[src/rtl/win_trap_ctrl.sv]
// Trap/tag controller: decodes issued ops into tag, window and trap-instruction events,
// tracks register-window occupancy and holds prioritised traps on a req/ack handshake.
module win_trap_ctrl #(
  parameter int DATA_W = 32,
  parameter int TAG_W  = 4,
  parameter int NWIN   = 8
) (
  input  logic              clk,
  input  logic              rst_n,
  input  logic              in_valid,
  output logic              in_ready,
  input  logic [8:0]        in_op,
  input  logic [DATA_W-1:0] in_busA,
  input  logic [DATA_W-1:0] in_busB,
  input  logic              tag_en,
  input  logic [3:0]        trap_mask,
  output logic              out_valid,
  output logic              out_skip,
  output logic              trap_req,
  output logic [2:0]        trap_cause,
  output logic [2:0]        trap_code,
  input  logic              trap_ack,
  output logic [((NWIN > 1) ? $clog2(NWIN) : 1)-1:0] win_cnt
);

  localparam int CW = (NWIN > 1) ? $clog2(NWIN) : 1;
  localparam logic [CW-1:0] WIN_MAX = CW'(NWIN - 1);

  localparam logic [2:0] CL_CALL   = 3'b001;
  localparam logic [2:0] CL_RET    = 3'b010;
  localparam logic [2:0] CL_TRAPI  = 3'b011;
  localparam logic [2:0] CL_TAGCHK = 3'b100;
  localparam logic [2:0] CL_TAGCMP = 3'b101;

  localparam logic [2:0] CAUSE_NONE  = 3'd0;
  localparam logic [2:0] CAUSE_TAG   = 3'd1;
  localparam logic [2:0] CAUSE_POV   = 3'd2;
  localparam logic [2:0] CAUSE_UNF   = 3'd3;
  localparam logic [2:0] CAUSE_TRAPI = 3'd4;

  typedef enum logic {ST_IDLE, ST_TRAP} state_t;

  state_t          state, state_nxt;
  logic [2:0]      cause_nxt, code_nxt, cause_sel;
  logic [CW-1:0]   win_nxt;
  logic            vld_p1_nxt, skip_p1_nxt;
  logic            vld_p1, skip_p1;

  // Window count moves by one and never wraps; masked POV/UNF rely on this saturation.
  function automatic logic [CW-1:0] win_step(input logic [CW-1:0] w,
                                             input logic up, input logic dn);
    if (up)      return (w == WIN_MAX) ? w : w + 1'b1;
    else if (dn) return (w == '0) ? w : w - 1'b1;
    else         return w;
  endfunction

  logic [2:0]       op_cls, op_code;
  logic [TAG_W-1:0] tag_a, tag_b;
  logic             is_call, is_ret, is_skip;
  logic             cond_tag, cond_pov, cond_unf, cond_trapi;
  logic             unused_bits;

  assign op_cls  = in_op[8:6];
  assign op_code = in_op[2:0];
  assign tag_a   = in_busA[DATA_W-1 -: TAG_W];
  assign tag_b   = in_busB[DATA_W-1 -: TAG_W];
  assign unused_bits = ^{in_op[5:3], in_busA[DATA_W-TAG_W-1:0], in_busB[DATA_W-TAG_W-1:0]};

  assign is_call = (op_cls == CL_CALL);
  assign is_ret  = (op_cls == CL_RET);
  assign is_skip = (op_cls == CL_TRAPI) && (op_code == 3'd0);

  assign cond_tag   = tag_en && (((op_cls == CL_TAGCHK) && (tag_a != '0)) ||
                                 ((op_cls == CL_TAGCMP) && (tag_a != tag_b)));
  assign cond_pov   = is_call && (win_cnt == WIN_MAX);
  assign cond_unf   = is_ret && (win_cnt == '0);
  assign cond_trapi = (op_cls == CL_TRAPI) && (op_code != 3'd0);

  // Classes are exclusive, so this chain selects at most one live cause.
  always_comb begin
    cause_sel = CAUSE_NONE;
    if (cond_tag && trap_mask[0])        cause_sel = CAUSE_TAG;
    else if (cond_pov && trap_mask[1])   cause_sel = CAUSE_POV;
    else if (cond_unf && trap_mask[2])   cause_sel = CAUSE_UNF;
    else if (cond_trapi && trap_mask[3]) cause_sel = CAUSE_TRAPI;
  end

  always_comb begin
    state_nxt   = state;
    cause_nxt   = trap_cause;
    code_nxt    = trap_code;
    win_nxt     = win_cnt;
    vld_p1_nxt  = 1'b0;
    skip_p1_nxt = 1'b0;
    case (state)
      ST_IDLE: begin
        if (in_valid) begin
          if (cause_sel != CAUSE_NONE) begin
            state_nxt = ST_TRAP;
            cause_nxt = cause_sel;
            code_nxt  = (cause_sel == CAUSE_TRAPI) ? op_code : 3'd0;
          end else begin
            vld_p1_nxt  = 1'b1;
            skip_p1_nxt = is_skip;
            win_nxt     = win_step(win_cnt, is_call, is_ret);
          end
        end
      end
      ST_TRAP: begin
        if (trap_ack) begin
          state_nxt = ST_IDLE;
          cause_nxt = CAUSE_NONE;
          code_nxt  = 3'd0;
          // The handler spilled (POV) or filled (UNF) one window before acking.
          win_nxt   = win_step(win_cnt, trap_cause == CAUSE_UNF, trap_cause == CAUSE_POV);
        end
      end
      default: state_nxt = ST_IDLE;
    endcase
  end

  // Stage p1: registered result of the issue edge
  always_ff @(posedge clk) begin
    if (!rst_n) begin
      state      <= ST_IDLE;
      trap_cause <= CAUSE_NONE;
      trap_code  <= 3'd0;
      win_cnt    <= '0;
      vld_p1     <= 1'b0;
      skip_p1    <= 1'b0;
    end else begin
      state      <= state_nxt;
      trap_cause <= cause_nxt;
      trap_code  <= code_nxt;
      win_cnt    <= win_nxt;
      vld_p1     <= vld_p1_nxt;
      skip_p1    <= skip_p1_nxt;
    end
  end

  assign trap_req  = (state == ST_TRAP);
  assign in_ready  = (state == ST_IDLE);
  assign out_valid = vld_p1;
  assign out_skip  = skip_p1;

endmodule

[config.mk]
export PLATFORM = sky130hd
export DESIGN_NAME = win_trap_ctrl
export DESIGN_NICKNAME = d
export VERILOG_FILES = /design/src/rtl/win_trap_ctrl.sv
export SDC_FILE = /design/constraint.sdc
export NUM_CORES = 1
export LEC_CHECK = 0
export BUFFER_PORTS_ARGS = -buffer_cell sky130_fd_sc_hd__buf_2
export CORE_MARGIN = 2
export CORE_UTILIZATION = 29
export DETAILED_ROUTE_END_ITERATION = 7
export PLACE_DENSITY_LB_ADDON = 0.25
export SETUP_SLACK_MARGIN = 0.05
export SLEW_MARGIN = 20
export SYNTH_ARGS = -nofsm -noshare
export SYNTH_HDL_FRONTEND = slang
export SYNTH_SLANG_ARGS = --single-unit
[constraint.sdc]
create_clock -name clk -period 1.75 [get_ports clk]
set_clock_uncertainty 0.05 [all_clocks]
set_input_delay 0.175 -clock clk [delete_from_list [all_inputs] [get_ports clk]]
set_output_delay 0.175 -clock clk [all_outputs]
set_load 0.03 [all_outputs]
; After elaboration in Yosys (flattened, before gate mapping)
; Cells that the tools add are included.
[op_classes]
n_eq_ne = 16
n_div = 0
n_reduce_logical = 21
n_mul = 0
shifts = 0
n_mux = 27
n_bitwise = 3
add_sub_neg = 2
magnitude_cmp = 0
[op_table]
columns = cell, n
row1 = 2-to-1 mux 3 bit, 19
row2 = one-hot mux 3 bit (2 select lines), 3
row3 = "== test 3 x 2 -> 1 bit, second input constant", 4
row4 = "== test 3 bit, second input constant", 4
row5 = logical AND 1 bit, 11
row6 = logical NOT 3 bit, 2
row7 = "inequality test 2 bit, second input constant", 3
row8 = "inequality test 3 x 1 -> 1 bit, second input constant", 2
row9 = nonzero test 3 bit, 2
row10 = AND reduction 5 bit, 1
row11 = 2-to-1 mux 1 bit, 4
row12 = inequality test 4 bit, 1
row13 = nonzero test 4 bit, 1
row14 = OR reduction 4 bit, 1
row15 = "adder 3 x 1 -> 3 bit, second input constant", 1
row16 = "== test 3 x 1 -> 1 bit, second input constant", 1
row17 = inverter 1 bit, 3
row18 = AND reduction 3 bit, 1
row19 = OR reduction 3 bit, 1
row20 = "subtractor 3 x 1 -> 3 bit, second input constant", 1
row21 = "inequality test 2 x 1 -> 1 bit, second input constant", 1
row22 = one-hot mux 1 bit (2 select lines), 1
row23 = logical OR 1 bit, 1
[totals]
mem_bits_ro = 0
inputBits = 82
ram_bits = 0
out_inout_bits = 13
wordCells = 75
n_memories = 0
ff_bits = 12
latchBits = 0

; Depth between registers and ports, before layout
; Gate-level depths: netlist of the first run.
[logic_depth]
ltp_word = 12
ltp_mapped = 7
depth_no_buf = 7

; Worst setup path after synthesis of the first run
; OpenSTA, ideal clock, no wires.
[synth_path]
path_type = register to register
start = reg win_cnt[0] (netlist name)
end = reg trap_cause[0]
synth_period_minus_slack_ns = 1.931
t_required_ns = 1.565
setup_time_ns = 0.135
stages_incl_launch_ff = 8
arrival_ns = 1.745
path_buffers = 0
slack_ns = -0.181
cell_sequence = dfxtp_1 -> inv_1 -> ha_1 -> nand2b_4 -> or4_4 -> o2bb2ai_2 -> a21oi_4 -> o32ai_1
[synth_via]
elab_chain_len = 9
word_cells_on_any_way = 15
cone_classes = eq/ne: 2 / mux: 6 / reduce/logical: 7
[synth_lines]
columns = element, line_no
row1 = "start, declared", 23  ; output logic [((NWIN > 1) ? $clog2(NWIN) : 1)-1:0] win_cnt
row2 = "start signal, assigned", 135  ; win_cnt <= win_nxt;
row3 = logical NOT 3 bit, 76  ; assign cond_unf = is_ret && (win_cnt == '0);
row4 = logical AND 1 bit, 76
row5 = logical AND 1 bit, 84  ; else if (cond_unf && trap_mask[2]) cause_sel = CAUSE_UNF;
row6 = 2-to-1 mux 3 bit, 84
row7 = 2-to-1 mux 3 bit *, 83  ; else if (cond_pov && trap_mask[1]) cause_sel = CAUSE_POV;
row8 = 2-to-1 mux 3 bit *, 82  ; if (cond_tag && trap_mask[0]) cause_sel = CAUSE_TAG;
row9 = nonzero test 3 bit / 2-to-1 mux 3 bit (equally long branches), 98  ; if (cause_sel != CAUSE_NONE) begin
row10 = inequality test 2 x 1 -> 1 bit (no line) / 2-to-1 mux 3 bit (equally long branches), n/a
row11 = AND reduction 3 bit (no line) / one-hot mux 3 bit (2 select lines) (equally long branches), n/a
row12 = "end signal, assigned", 133  ; trap_cause <= cause_nxt;
row13 = "end, declared", 20  ; output logic [2:0] trap_cause,
; Every way passes the cells marked *; elsewhere a longest branch is shown, timed or not. The select of a mux whose other input is x is not followed.
; A chain may end at the register's enable or synchronous reset.

; Worst setup path after layout of the first run
; Same ends and word-level chain as after synthesis.

==> run metrics, run 1 <==
sequential element share of the synthesized area=0.3005; die area=3193 um2; Die Y=56.51 um; ranking of synthesized cells by area=dfxtp_1 (30%), xnor2_1 (6.6%), inv_1 (5.6%); Int Pwr=0.4610 mW; clock tree buffer depth=2; Final Power=0.6601 mW; root buf cell=clkbuf_4; Tightest Pin Transition=0.4024 ns; worst flop-to-flop path startpoint=win_cnt[0]; power per cell area=516.7 nW/um2; via/cell ratio=4.967; Yosys warning total=0; critical path's slowest cell=or4_4; Worst EP required=1.86 ns; largest net degree at the start of global routing=10; CP Launch Type=flop; Max-slew headroom=0.7310; Final HPWL DP=1726 um; min-delay src=in_op[1]; Worst Path Max Fanout=5; RePlAce Congestion=0.7743; max-cap violations=0; combinational fraction of design power=0.305; Clk pwr share=0.261; area grow syn2layout=59.78%; CTS tree=built; I/O pin cnt=95; Final min period=1.730 ns; Hold-fix buffers, CTS=0; CORE AREA=2686 um2; DRT Wirelength=2188 um; RSZ-0062 raised after global routing=yes; CP max stage delay=0.44 ns; fmax=0.5780 GHz; Mapped Area=799.5 um2; cell taking the most area after synthesis=dfxtp_1; Total Routing Usage GR=0.1418; most frequent cells in the layout=buf_2 (35), buf_4 (17), nand2_1 (11); endpoints failing setup=0; peak supply drop=0.4606 mV; Hold WC Path Type=input pin to flop; routed wire length per instance=12.02 um; Layout Nets=237; Final Hold Vio Count=0; Synth Flop Type=dfxtp_1; vias in the first global route=851; fin worst setup slack=0.01986 ns; crit path kind=flop to flop; initial core utilization=0.2976; Static Leak=0.5731 nW; max-slew violation count=0; outcome=complete, no violations; Distinct cells, synth=38; Setup crit start=win_cnt[0]; grt ovf=0; fillcell total=278; ANT cells=0; Net Sw Frac=0.3016; Post-Place Worst Slack=-0.07620 ns; initial drt markers=15; H-tree level count=1; commonest non-fill, non-tap cell in the layout=buf_2; area taken by multi-input logic gates=583.1 um2; post-synthesis instance total=94; crit path DAT=1.84 ns; Syn Area/Cell=8.506 um2; Tcrit/Tclk final=0.9886; CP cell instances=inv_4 -> ha_4 -> nand2b_4 -> or4_4 -> o2bb2ai_4 -> a21oi_4 -> buf_6 -> o32ai_2; Synth async-reset ratio=0; Seq cells post-synth=12; Rows=19; # port buffers=35; initial antenna violation count=0; Switching Power=0.1991 mW; Clock transition at path regs=0.08 ns; Flop pwr share=0.433; Worst Setup End Kind=flop; Net Count, Synth=179; Worst-Skew Late Latency=0.27 ns; share of layout cells above drive strength 1=0.5298; clk sinks=12; Synth top area share=0.3005; Sequential Area=254.0 um2; Vias=904; post-route ant nets=0; # DRC=0; first-pass GRT wire length=3636 um; Initial DRT Pass Iterations=4; chip width=56.51 um; number of synthesized flops with an enable pin=0; number of buffers created by CTS=3; worst reg2reg setup slack=0.02 ns
-- area by class of cell --
| type | instances | area share |
|---|---|---|
| Multi-Input combinational cell | 69 | 0.4564 |
| Timing Repair Buffer | 54 | 0.2547 |
| Sequential cell | 12 | 0.1988 |
| Inverter | 12 | 0.03918 |
| Tap cell | 31 | 0.03036 |
| Clock buffer | 3 | 0.01763 |
| Clock inverter | 1 | 0.002938 |
-- logic make-up (layout without fill, tap and decap cells) --
family                     count (synthesis)  in the layout  synth area share
AOI/OAI and AO/OA                         20             20            0.2191
xor gates and xnor gates                   6              6           0.06573
adders and majority gates                  3              3           0.04695
buffers and inverters                     13             70           0.06102
DFF                                       12             12            0.3005
and+or+nand+nor                           40             40            0.3067
-- power by group through the flow --
stage                     clock [mW]  sequential (mW)  combinational, mW
after floorplan                    0            0.312             0.0835
after global placement             0            0.292              0.176
after detailed placement           0            0.292              0.179
after CTS                      0.182            0.286              0.197
after global routing           0.196            0.287              0.218
final                          0.173            0.286              0.202
-- flip-flops by register name (all words and copies together), names as in the netlist --
signal / cells
out_skip: 1
out_valid: 1
trap_cause: 3
trap_code: 3
trap_req: 1
win_cnt: 3
-- synthesized netlist by cell type, types with 2 or more instances --
cell type and number:
dfxtp_1 12, inv_1 12, nand2_1 11, nor2_1 6
xnor2_1 6, nor3_1 4, o31ai_1 4, ha_1 3
o21a_1 3, a31oi_1 2, nand2b_1 2, nand3_1 2
o32ai_1 2
-- metal layers --
layer | track usage | part of all wire | up-vias
li1 | - | - | 453
met1 | 0.1879 | 0.46 | 413
met2 | 0.2292 | 0.46 | 38
met3 | 0.04608 | 0.080 | 0
met4 | 0.02041 | 0 | 0
met5 | 0 | 0 | -
-- worst paths after layout --
path / to / cells past startpoint
hold reg to reg: trap_code[1] / 2
setup reg to reg: trap_cause[0] / 8
hold / removal: trap_code[1] / 3
setup / recovery: trap_cause[0] / 8
-- worst max-delay path: cells and delay by family (launching register included) --
family / cells / cell delay [ns]
adders and majority gates: 1 / 0.13
DFF: 1 / 0.36
and+or+nand+nor: 2 / 0.49
buffers and inverters: 2 / 0.20
AOI/OAI and AO/OA: 3 / 0.38
-- timing repair --
| action | in CTS | in global routing |
|---|---|---|
| pin swaps | 8 | 2 |
| endpoints found under the setup margin | 8 | 9 |
| gates resized for setup | 7 | 4 |
| setup buffers | 6 | 0 |
-- stage by stage --
| stage | instance area (um2) | util | cells | TNS (ns) | hold WS [ns] |
|---|---|---|---|---|---|
| 3_5_place_dp | 1149 | 0.4276 | 172 | -0.4556 | 0.3403 |
| 3_3_place_gp | 1149 | 0.4276 | 172 | -0.3434 | 0.3290 |
| 5_1_grt | 1277 | 0.4755 | 182 | -0.1567 | 0.06599 |
| 4_1_cts | 1252 | 0.4662 | 182 | 0 | 0.05507 |
| 6_report | 1277 | 0.4755 | 182 | 0 | 0.06301 |
| 2_1_floorplan | 840.8 | - | 94 | -0.04260 | 0.2335 |
Power figures use the tool's default switching activity.
==> inputs of run 2 (changes only) <==
--- a/config.mk
+++ b/config.mk
@@ -6,12 +6,10 @@
 export NUM_CORES = 1
 export LEC_CHECK = 0
 export BUFFER_PORTS_ARGS = -buffer_cell sky130_fd_sc_hd__buf_2
-export CORE_MARGIN = 2
 export CORE_UTILIZATION = 29
 export DETAILED_ROUTE_END_ITERATION = 7
 export PLACE_DENSITY_LB_ADDON = 0.25
 export SETUP_SLACK_MARGIN = 0.05
-export SLEW_MARGIN = 20
 export SYNTH_ARGS = -nofsm -noshare
 export SYNTH_HDL_FRONTEND = slang
 export SYNTH_SLANG_ARGS = --single-unit
==> run 2 against run 1 <==
Compared with the run above:
- core utilization rose by 0.43 points
- power fell by 0.59%
- worst setup slack got worse by 0.013 ns
- count of clock-buffer cells in the layout did not move
- critical path depth fell by 1
- largest power group unchanged
==> run metrics, run 2 (synthesized netlist as in run 1, its figures left out) <==
max-slew violation count=0 (unchanged); H-tree level count=1 (unchanged); I/O pin cnt=95 (unchanged); critical path's slowest cell=or4_4; CP cell instances=inv_4 -> ha_4 -> nand2b_4 -> or4_4 -> o2bb2ai_4 -> a21oi_4 -> o32ai_2; number of buffers created by CTS=3 (unchanged); clk sinks=12 (unchanged); most frequent cells in the layout=buf_2 (35), buf_4 (14), nand2_1 (11); routed wire length per instance=12.05 um (+0.24%); clock tree buffer depth=2 (unchanged); Post-Place Worst Slack=-0.06750 ns (+0.008704 ns); Worst Path Buf+Inv=1 (-1); grt ovf=0 (unchanged); ANT cells=0 (unchanged); Final HPWL DP=1632 um (-5.4%); DRT Wirelength=2121 um (-3.1%); endpoints failing setup=0 (unchanged); share of layout cells above drive strength 1=0.5000 (-0.02980); Tightest Pin Transition=0.4657 ns (+0.06326 ns); Vias=872 (-3.5%); # DRC=0 (unchanged); initial core utilization=0.3142 (+0.01653); CORE AREA=2545 um2 (-5.3%); outcome=complete, no violations; RePlAce Congestion=0.7613 (-1.7%); power per cell area=537.4 nW/um2 (+4.0%); peak supply drop=0.4907 mV (+6.6%); top flop regs=trap_cause (3), trap_code (3), win_cnt (3); CTS tree=built; Total Routing Usage GR=0.1582 (+0.01639); post-route setup TNS=0 ns (unchanged); Sequential Area=254.0 um2 (unchanged); commonest non-fill, non-tap cell in the layout=buf_2; post-route ant nets=0 (unchanged); chip width=54.51 um (-3.5%); Worst EP required=1.86 ns (about the same); Final min period=1.743 ns (+0.01280 ns); CP max stage delay=0.43 ns (about the same); worst reg2reg setup slack=0.007 ns (about the same); Static Leak=0.5409 nW (-5.6%); # port buffers=35 (unchanged); fillcell total=261 (-6.1%); Initial DRT Pass Iterations=4 (unchanged); end-of-flow core utilization=0.4798 (+0.004296); die area=2971 um2 (-7.0%); initial antenna violation count=0 (unchanged); crit path kind=flop to flop; Rows=18 (-1); RSZ-0062 raised after global routing=yes; max-cap violations=0 (unchanged); area taken by multi-input logic gates=573.1 um2 (-1.7%); Hold WC Path Type=input pin to flop; Worst-Skew Late Latency=0.28 ns (about the same); Max-slew headroom=0.6889 (-0.04214); Die Y=54.51 um (-3.5%); area grow syn2layout=52.74%; Worst Setup End Kind=flop; Min Hold Slack=0.05599 ns (-0.007020 ns); CP Launch Type=flop; Worst Path Max Fanout=7 (+2); fin worst setup slack=0.007061 ns (-0.01280 ns); via/cell ratio=4.955 (-0.25%); Final Hold Vio Count=0 (unchanged); first-pass GRT wire length=3318 um (-8.7%); CP top delay family=compound AO/OA/AOI/OAI gates; initial drt markers=13 (-2); crit path DAT=1.86 ns (+0.02 ns); Tcrit/Tclk final=0.9960 (+0.007315); largest net degree at the start of global routing=10 (unchanged); Layout Nets=232 (-2.1%); vias in the first global route=767 (-9.9%); root buf cell=clkbuf_4; Clock transition at path regs=0.08 ns (about the same); fmax=0.5737 GHz (-0.73%)
==> run 2: cell types whose count changed in the layout (fill, tap and decap cells not counted), sizes merged <==
cell	before	now
buf	54	49
==> run 2: metrics by stage <==
step | power (mW) | instance area [um2] | cells
CTS | 0.6578 | 1214 | 176
finish | 0.6562 | 1221 | 176
detailed placement | 0.4693 | 1140 | 170
global placement | 0.4665 | 1140 | 170
floorplan | 0.3957 | 840.8 | 94
global route | 0.6944 | 1221 | 176
==> run 2: area by class of cell <==
class,instances,area share
clock buffers,3,0.01844
clock inverters,1,0.003074
inverters,12,0.04098
multi-input cells,69,0.4693
flip-flops and latches,12,0.2080
well taps,30,0.03074
repair buffers,49,0.2295
==> run 2: worst register-to-register path: cells and delay by family, from the launching register on <==
| family | cells | cell delay, ns |
|---|---|---|
| adder cells (fa/ha/maj) | 1 | 0.14 |
| flip-flops | 1 | 0.36 |
| buffers and inverters | 1 | 0.06 |
| AND/OR/NAND/NOR | 2 | 0.48 |
| AO/OA/AOI/OAI | 3 | 0.53 |
==> run 2: metal layers <==
metal	part of all wire	up-vias	track usage	routed length, um
li1	-	440	-	-
met3	0.090	3	0.05278	191
met4	0.0066	0	0.02564	14
met5	0	-	0	0
met1	0.45	394	0.2103	965
met2	0.45	35	0.2500	949
==> run 2: power by group <==
group | total, mW | switching [mW] | leakage (nW) | internal [mW]
sequential | 0.286 | 0.00638 | 0.101 | 0.279
clock | 0.183 | 0.0999 | 0.0154 | 0.0829
combinational | 0.188 | 0.0991 | 0.425 | 0.0887
==> run 2: timing repair <==
item | in CTS | in global routing
setup buffers | 2 | 0
pin swaps | 12 | 3
setup endpoints to repair | 8 | 10
resized for setup | 6 | 1
hold buffers | 0 | 0
==> run 2: path summary, 6_finish.rpt <==
kind                      from       endpoint  cells past startpoint
hold / removal        in_op[2]   trap_code[2]                      3
hold reg to reg   trap_code[1]   trap_code[1]                      2
setup / recovery    win_cnt[1]  trap_cause[1]                      7
setup reg to reg    win_cnt[1]  trap_cause[1]                      7
